### src/rtl/special_reg_bank_if.sv
// User register-access bus of the special register bank: one write port,
// NRD packed read ports, and the rejected-write error pulse.
interface special_reg_bank_if #(
  parameter int DATA_W = 32,
  parameter int ADDR_W = 3,
  parameter int NRD    = 2
);
  logic                    usr_wr_en;
  logic [ADDR_W-1:0]       usr_wr_addr;
  logic [DATA_W-1:0]       usr_wr_data;
  logic [NRD*ADDR_W-1:0]   usr_rd_addr;
  logic [NRD*DATA_W-1:0]   usr_rd_data;
  logic                    wr_err;

  modport master (
    output usr_wr_en, usr_wr_addr, usr_wr_data, usr_rd_addr,
    input  usr_rd_data, wr_err
  );

  modport slave (
    input  usr_wr_en, usr_wr_addr, usr_wr_data, usr_rd_addr,
    output usr_rd_data, wr_err
  );
endinterface

### src/rtl/special_reg_bank.sv
// Special-purpose register bank: ZR, spares, SP, LR, PC and CPSR with
// hardware PC advance, link capture, bounded push/pop and masked flag updates.
module special_reg_bank #(
  parameter int              DATA_W    = 32,
  parameter int              NREGS     = 8,
  parameter int              ADDR_W    = $clog2(NREGS),
  parameter int              NRD       = 2,
  parameter int              PC_STEP   = 4,
  parameter logic [DATA_W-1:0] SP_TOP    = DATA_W'('h1000),
  parameter logic [DATA_W-1:0] SP_BOTTOM = DATA_W'('h0800)
) (
  input  logic               clk,
  input  logic               reset,
  input  logic               pc_inc,
  input  logic               pc_wr,
  input  logic [DATA_W-1:0]  pc_wr_data,
  input  logic               lr_capture,
  input  logic [1:0]         sp_op,
  input  logic               flags_wr,
  input  logic [3:0]         flags_mask,
  input  logic [3:0]         flags_in,
  input  logic               fault_clr,
  special_reg_bank_if.slave  usr,
  output logic [DATA_W-1:0]  re_sp,
  output logic [DATA_W-1:0]  re_lr,
  output logic [DATA_W-1:0]  re_pc,
  output logic [DATA_W-1:0]  re_cpsr,
  output logic [1:0]         sp_fault
);

  localparam logic [ADDR_W-1:0] IDX_ZR   = ADDR_W'(0);
  localparam logic [ADDR_W-1:0] IDX_SP   = ADDR_W'(4);
  localparam logic [ADDR_W-1:0] IDX_LR   = ADDR_W'(5);
  localparam logic [ADDR_W-1:0] IDX_PC   = ADDR_W'(6);
  localparam logic [ADDR_W-1:0] IDX_CPSR = ADDR_W'(7);
  localparam logic [DATA_W-1:0] STEP_C   = DATA_W'(PC_STEP);
  localparam logic [DATA_W-1:0] WORD_C   = DATA_W'(DATA_W / 8);

  logic [DATA_W-1:0] regs_r     [NREGS];
  logic [DATA_W-1:0] regs_nxt_s [NREGS];
  logic              wr_err_r;
  logic              wr_err_nxt_s;
  logic [1:0]        fault_set_s;
  logic [1:0]        fault_nxt_s;
  logic              uw_s;
  logic [DATA_W-1:0] cpsr_s;
  logic [3:0]        fmask_s;

  // Next-state selection with per-register priority resolved in one edge
  always_comb begin
    regs_nxt_s   = regs_r;
    fault_set_s  = 2'b00;
    uw_s         = usr.usr_wr_en && (usr.usr_wr_addr != IDX_ZR);
    wr_err_nxt_s = usr.usr_wr_en && (usr.usr_wr_addr == IDX_ZR);

    if (uw_s) begin
      regs_nxt_s[usr.usr_wr_addr] = usr.usr_wr_data;
    end else begin
      regs_nxt_s[IDX_ZR] = {DATA_W{1'b0}};
    end

    if (pc_wr) begin
      regs_nxt_s[IDX_PC] = pc_wr_data;
    end else if (uw_s && (usr.usr_wr_addr == IDX_PC)) begin
      regs_nxt_s[IDX_PC] = usr.usr_wr_data;
    end else if (pc_inc) begin
      regs_nxt_s[IDX_PC] = regs_r[IDX_PC] + STEP_C;
    end else begin
      regs_nxt_s[IDX_PC] = regs_r[IDX_PC];
    end

    // Link capture always sees the pre-edge PC
    if (uw_s && (usr.usr_wr_addr == IDX_LR)) begin
      regs_nxt_s[IDX_LR] = usr.usr_wr_data;
    end else if (lr_capture) begin
      regs_nxt_s[IDX_LR] = regs_r[IDX_PC] + STEP_C;
    end else begin
      regs_nxt_s[IDX_LR] = regs_r[IDX_LR];
    end

    if (uw_s && (usr.usr_wr_addr == IDX_SP)) begin
      regs_nxt_s[IDX_SP] = usr.usr_wr_data;
    end else begin
      case (sp_op)
        2'b01: begin
          if (regs_r[IDX_SP] == SP_BOTTOM) begin
            regs_nxt_s[IDX_SP] = regs_r[IDX_SP];
            fault_set_s[0]     = 1'b1;
          end else begin
            regs_nxt_s[IDX_SP] = regs_r[IDX_SP] - WORD_C;
          end
        end
        2'b10: begin
          if (regs_r[IDX_SP] == SP_TOP) begin
            regs_nxt_s[IDX_SP] = regs_r[IDX_SP];
            fault_set_s[1]     = 1'b1;
          end else begin
            regs_nxt_s[IDX_SP] = regs_r[IDX_SP] + WORD_C;
          end
        end
        default: regs_nxt_s[IDX_SP] = regs_r[IDX_SP];
      endcase
    end

    // Flag update lands on top of whatever the user write produced
    cpsr_s  = (uw_s && (usr.usr_wr_addr == IDX_CPSR)) ? usr.usr_wr_data : regs_r[IDX_CPSR];
    fmask_s = flags_wr ? flags_mask : 4'b0000;
    cpsr_s[DATA_W-1 -: 4] = (cpsr_s[DATA_W-1 -: 4] & ~fmask_s) | (flags_in & fmask_s);
    regs_nxt_s[IDX_CPSR] = cpsr_s;

    fault_nxt_s = (fault_clr ? 2'b00 : sp_fault) | fault_set_s;
  end

  // Register state, fault flags and write-error pulse
  always_ff @(posedge clk or posedge reset) begin
    if (reset) begin
      for (int i = 0; i < NREGS; i++) begin
        regs_r[i] <= (i == int'(IDX_SP)) ? SP_TOP : {DATA_W{1'b0}};
      end
      sp_fault <= 2'b00;
      wr_err_r <= 1'b0;
    end else begin
      regs_r   <= regs_nxt_s;
      sp_fault <= fault_nxt_s;
      wr_err_r <= wr_err_nxt_s;
    end
  end

  for (genvar k = 0; k < NRD; k++) begin : g_rd
    assign usr.usr_rd_data[k*DATA_W +: DATA_W] = regs_r[usr.usr_rd_addr[k*ADDR_W +: ADDR_W]];
  end

  assign usr.wr_err = wr_err_r;
  assign re_sp      = regs_r[IDX_SP];
  assign re_lr      = regs_r[IDX_LR];
  assign re_pc      = regs_r[IDX_PC];
  assign re_cpsr    = regs_r[IDX_CPSR];

endmodule

### src/flat_wrapper.sv
// flat-port wrapper written by rule: the top's interface ports become plain ports
module special_reg_bank_flat 
#(
  parameter int              DATA_W    = 32,
  parameter int              NREGS     = 8,
  parameter int              ADDR_W    = $clog2(NREGS),
  parameter int              NRD       = 2,
  parameter int              PC_STEP   = 4,
  parameter logic [DATA_W-1:0] SP_TOP    = DATA_W'('h1000),
  parameter logic [DATA_W-1:0] SP_BOTTOM = DATA_W'('h0800)
)
  (clk, reset, pc_inc, pc_wr, pc_wr_data, lr_capture, sp_op, flags_wr, flags_mask, flags_in, fault_clr, re_sp, re_lr, re_pc, re_cpsr, sp_fault, usr_usr_wr_en, usr_usr_wr_addr, usr_usr_wr_data, usr_usr_rd_addr, usr_usr_rd_data, usr_wr_err);
  special_reg_bank_if #(.DATA_W(DATA_W), .ADDR_W(ADDR_W), .NRD(NRD)) usr_i ();
  input  logic clk;
  input  logic reset;
  input  logic pc_inc;
  input  logic pc_wr;
  input  logic [DATA_W-1:0] pc_wr_data;
  input  logic lr_capture;
  input  logic [1:0] sp_op;
  input  logic flags_wr;
  input  logic [3:0] flags_mask;
  input  logic [3:0] flags_in;
  input  logic fault_clr;
  output logic [DATA_W-1:0] re_sp;
  output logic [DATA_W-1:0] re_lr;
  output logic [DATA_W-1:0] re_pc;
  output logic [DATA_W-1:0] re_cpsr;
  output logic [1:0] sp_fault;
  input wire logic [$bits(usr_i.usr_wr_en)-1:0] usr_usr_wr_en;
  input wire logic [$bits(usr_i.usr_wr_addr)-1:0] usr_usr_wr_addr;
  input wire logic [$bits(usr_i.usr_wr_data)-1:0] usr_usr_wr_data;
  input wire logic [$bits(usr_i.usr_rd_addr)-1:0] usr_usr_rd_addr;
  output wire logic [$bits(usr_i.usr_rd_data)-1:0] usr_usr_rd_data;
  output wire logic [$bits(usr_i.wr_err)-1:0] usr_wr_err;
  assign usr_i.usr_wr_en = usr_usr_wr_en;
  assign usr_i.usr_wr_addr = usr_usr_wr_addr;
  assign usr_i.usr_wr_data = usr_usr_wr_data;
  assign usr_i.usr_rd_addr = usr_usr_rd_addr;
  assign usr_usr_rd_data = usr_i.usr_rd_data;
  assign usr_wr_err = usr_i.wr_err;
  special_reg_bank #(.DATA_W(DATA_W), .NREGS(NREGS), .ADDR_W(ADDR_W), .NRD(NRD), .PC_STEP(PC_STEP), .SP_TOP(SP_TOP), .SP_BOTTOM(SP_BOTTOM)) u_core (.clk(clk), .reset(reset), .pc_inc(pc_inc), .pc_wr(pc_wr), .pc_wr_data(pc_wr_data), .lr_capture(lr_capture), .sp_op(sp_op), .flags_wr(flags_wr), .flags_mask(flags_mask), .flags_in(flags_in), .fault_clr(fault_clr), .usr(usr_i), .re_sp(re_sp), .re_lr(re_lr), .re_pc(re_pc), .re_cpsr(re_cpsr), .sp_fault(sp_fault));
endmodule
### config.mk
export PLATFORM = sky130hd
export DESIGN_NAME = special_reg_bank_flat
export DESIGN_NICKNAME = d
export VERILOG_FILES = /design/src/rtl/special_reg_bank_if.sv /design/src/rtl/special_reg_bank.sv /design/src/flat_wrapper.sv
export SDC_FILE = /design/constraint.sdc
export NUM_CORES = 1
export LEC_CHECK = 0
export ABC_AREA = 1
export BUFFER_PORTS_ARGS = -buffer_cell sky130_fd_sc_hd__buf_2
export CAP_MARGIN = 30
export CORE_MARGIN = 4
export CORE_UTILIZATION = 30
export CTS_CLUSTER_SIZE = 20
export DETAILED_ROUTE_END_ITERATION = 10
export SYNTH_ARGS = -nofsm -noshare
export SYNTH_HDL_FRONTEND = slang
export SYNTH_SLANG_ARGS = --single-unit
### constraint.sdc
create_clock -name clk -period 9.2 [get_ports clk]
set_input_delay 0.46 -clock clk [delete_from_list [all_inputs] [get_ports clk]]
set_output_delay 0.46 -clock clk [all_outputs]
set_load 0.01 [all_outputs]
==> flow_metrics.tcl <==
set metrics [dict create \
    min_path_type "in -> async" \
    multi_input_area_mm2 0.009487 \
    required_ns 8.74 \
    tritoncts "done" \
    p_leak_nw 10.21 \
    core_mm2 0.06160 \
    vias 19410 \
    routedWlPerCell_um 21.13 \
    worst_slack_ns 5.715 \
    path_max_fanout 66 \
    criticalPathCategory "in -> out" \
    fin_crit_sh_pct 37.89 \
    cts_setup_buffers 0 \
    startpoint_type "input port" \
    worst-endpoint-arrival_ns 3.03 \
    viasPerCell 5.206 \
    path_clk_slew_ns 0.06 \
    drc 0 \
    skew_ns 0.02819 \
    dieArea_mm2 0.06623 \
    start_util_pct 30.28 \
    fmax_mhz 286.9 \
    slew_viol_final 0 \
    max_stage_delay_ns 0.60 \
    ys_warn_count 0 \
    netlist_area_mm2 0.01865 \
    ys.flop_type "dfrtp_1" \
    end_kind "output pin" \
    cts-root-buf "clkbuf_16" \
    cpMostUsedCell "buf_4" \
    finalNetCount 2990 \
    syn_to_final_growth_pct 11.56 \
    grt_pass1_vias 17780 \
    syn_inst 2813 \
    synth-seq-area-share_pct 34.75 \
    synth_edf_count 0 \
    num_rows 91 \
    violations "hold timing" \
    antenna_left 0 \
    vdd_drop_max_mv 0.1708 \
    synth_async_sr_flop_share_pct 100.0 \
    cap_viol_max_count 0 \
    tns_ns 0 \
    routed_wl_mm 78.79 \
    die_h_um 257.4 \
    overflow 0 \
    dp_slack_ns 5.656 \
    seq_area_mm2 0.006482 \
    synth_area_per_cell_um2 6.631 \
    dpl.hpwl_mm 57.96 \
    cts_buffer_depth 3 \
    gp_congestion 0.9627 \
    die_x_um 257.4 \
    synth_seq_cells 259 \
    rsz0062_at_grt "false" \
    drive_gt1_share_pct 14.12 \
    path_cells "buf_4 > buf_4 > buf_4 > o21ai_0 > o21ai_0 > a21oi_1 > a31oi_1 > buf_2" \
    syn_nets 2938 \
    portBuffers 285 \
    stdcell_count 3728 \
    antenna_found_initial 3 \
    hold_slack_ns -0.02370 \
    slew_headroom_pct 34.18 \
    setup_viol 0 \
    cts-resized-gates 0 \
    place_inst 3669 \
    crit_family "buffers and inverters" \
    fill_cells 6762 \
    numCtsBuffers 31 \
    slowest_stage "buf_4" \
    firstDrtPassIters 6 \
    grt_pass1_wl_mm 115.5 \
    drt_iter0_drc 2192 \
    track_usage_pct 22.63 \
    htree_levels 1 \
    status "complete, but fails checks" \
    cts_sinks 259 \
    grt_start_max_net_pins 149 \
    clock_latency_ns 0.60 \
    min_period_ns 3.485 \
    power_density_mw_per_mm2 243.8 \
    ctsHoldBuffers 0 \
    hold_viol 6 \
    io_pins 286 \
    yosysUniqueCellTypes 45 \
    tightest_slew_ns 0.9873 \
    critPathBufInv 4 \
]
[logic make-up (layout without fill, tap and decap cells)]
kind of cell | Yosys count | in the layout | synth area share, %
flip-flops | 259 | 259 | 34.75
adder cells (fa/ha/maj) | 34 | 34 | 2.321
other | 0 | 1 | 0
AND/OR/NAND/NOR | 1080 | 1080 | 23.01
buffers and inverters | 575 | 652 | 14.49
XOR/XNOR | 23 | 23 | 1.080
AO/OA/AOI/OAI | 842 | 842 | 24.35
[cells in the final DEF (no fill, tap or decap), drive strengths merged, types with 15 or more instances in the layout]
cell type  count
o221ai        26
o21ai        486
nor2         264
ha            33
nand2        701
xor2          19
nand3         85
dfrtp        258
inv          288
a21oi        216
a31oi         65
nor3          15
clkbuf        38
buf          307
o211ai        21
[where the power goes]
part,internal (W),switching (W)
combinational,0.000698,0.00133
clock,0.000761,0.000552
sequential,0.00136,0.000375
total,0.00281,0.00226
[final cells by class]
type,instances,area share (%)
flip-flops and latches,259,31.15
repair buffers,307,7.780
diodes,1,0.01202
well taps,837,5.032
clock inverters,20,1.022
clock buffers,38,4.191
inverters,287,5.225
multi-input cells,1979,45.59
[through the flow]
stage / instance area [um^2] / hold slack [ns] / total power (W) / utilization (%)
final: 20810 / -0.02370 / 0.005074 / 33.78
after global routing: 20810 / 0.06455 / 0.005419 / 33.78
after CTS: 20810 / 0.03644 / 0.005058 / 33.78
after detailed placement: 19720 / 0.4725 / 0.003742 / 32.02
after global placement: 19700 / 0.4690 / 0.003725 / 31.98
after floorplan: 18650 / 0.4530 / 0.003115 / -
[per-layer routing]
metal / vias to the layer above / global-route usage [%] / part of all wire [%]
met3: 159 / 4.478 / 9.2
met4: 6 / 7.852 / 4.1
met2: 932 / 35.67 / 44
met5: - / 0 / 0.048
met1: 9082 / 31.08 / 42
li1: 9229 / - / -
[final timing paths]
path / start / endpoint / slack, ns / depth (start not counted)
worst max-delay path: usr_usr_rd_addr[0] / usr_usr_rd_data[22] / 5.71 / 8
worst min-delay path: reset / u_core.regs_r[225]$_DFFE_PP0P_ / -0.02 / 2
worst max register to register: u_core.re_sp[1]$_DFFE_PP0P_ / u_core.re_sp[20]$_DFFE_PP0P_ / 6.71 / 9
worst min register to register: u_core.regs_r[193]$_DFFE_PP0P_ / u_core.regs_r[193]$_DFFE_PP0P_ / 0.48 / 2
max in group asynchronous: reset / u_core.regs_r[177]$_DFFE_PP0P_ / 7.83 / 3
min in group clk: fault_clr / u_core.sp_fault[0]$_DFF_PP0_ / 0.05 / 2
[synthesized netlist by cell type, types with 2 or more instances]
| cell type | number | area (um^2) |
|---|---|---|
| a211oi_1 | 5 | 37.54 |
| a21oi_1 | 216 | 1081 |
| a31oi_1 | 65 | 406.6 |
| and2_1 | 2 | 12.51 |
| buf_1 | 7 | 26.28 |
| buf_2 | 20 | 100.1 |
| buf_4 | 134 | 1006 |
| buf_6 | 2 | 22.52 |
| clkbuf_1 | 125 | 469.2 |
| clkinv_1 | 2 | 7.510 |
| dfrtp_1 | 258 | 6456 |
| ha_1 | 33 | 412.9 |
| inv_1 | 279 | 1047 |
| inv_2 | 5 | 18.77 |
| nand2_1 | 696 | 2613 |
| nand2_2 | 3 | 18.77 |
| nand2_4 | 2 | 22.52 |
| nand3_1 | 84 | 420.4 |
| nand4_1 | 10 | 62.56 |
| nor2_1 | 258 | 968.4 |
| nor2_2 | 5 | 31.28 |
| nor3_1 | 12 | 60.06 |
| nor3_2 | 2 | 20.02 |
| o211ai_1 | 21 | 157.7 |
| o21ai_0 | 474 | 2372 |
| o21ai_1 | 2 | 10.01 |
| o21ai_2 | 10 | 87.58 |
| o21bai_1 | 6 | 45.04 |
| o221ai_1 | 26 | 227.7 |
| o22ai_1 | 12 | 75.07 |
| o311ai_0 | 2 | 17.52 |
| xnor2_1 | 4 | 35.03 |
| xor2_1 | 19 | 166.4 |
[state kept, by name, indices dropped and copies added (netlist names), named ones only]
signal	count
u_core.regs_r	128
u_core.re_cpsr	28
u_core.re_sp	32
u_core.sp_fault	2
u_core.re_pc	32
u_core.usr.wr_err	1
u_core.re_lr	32
Power figures use the tool's default switching activity.
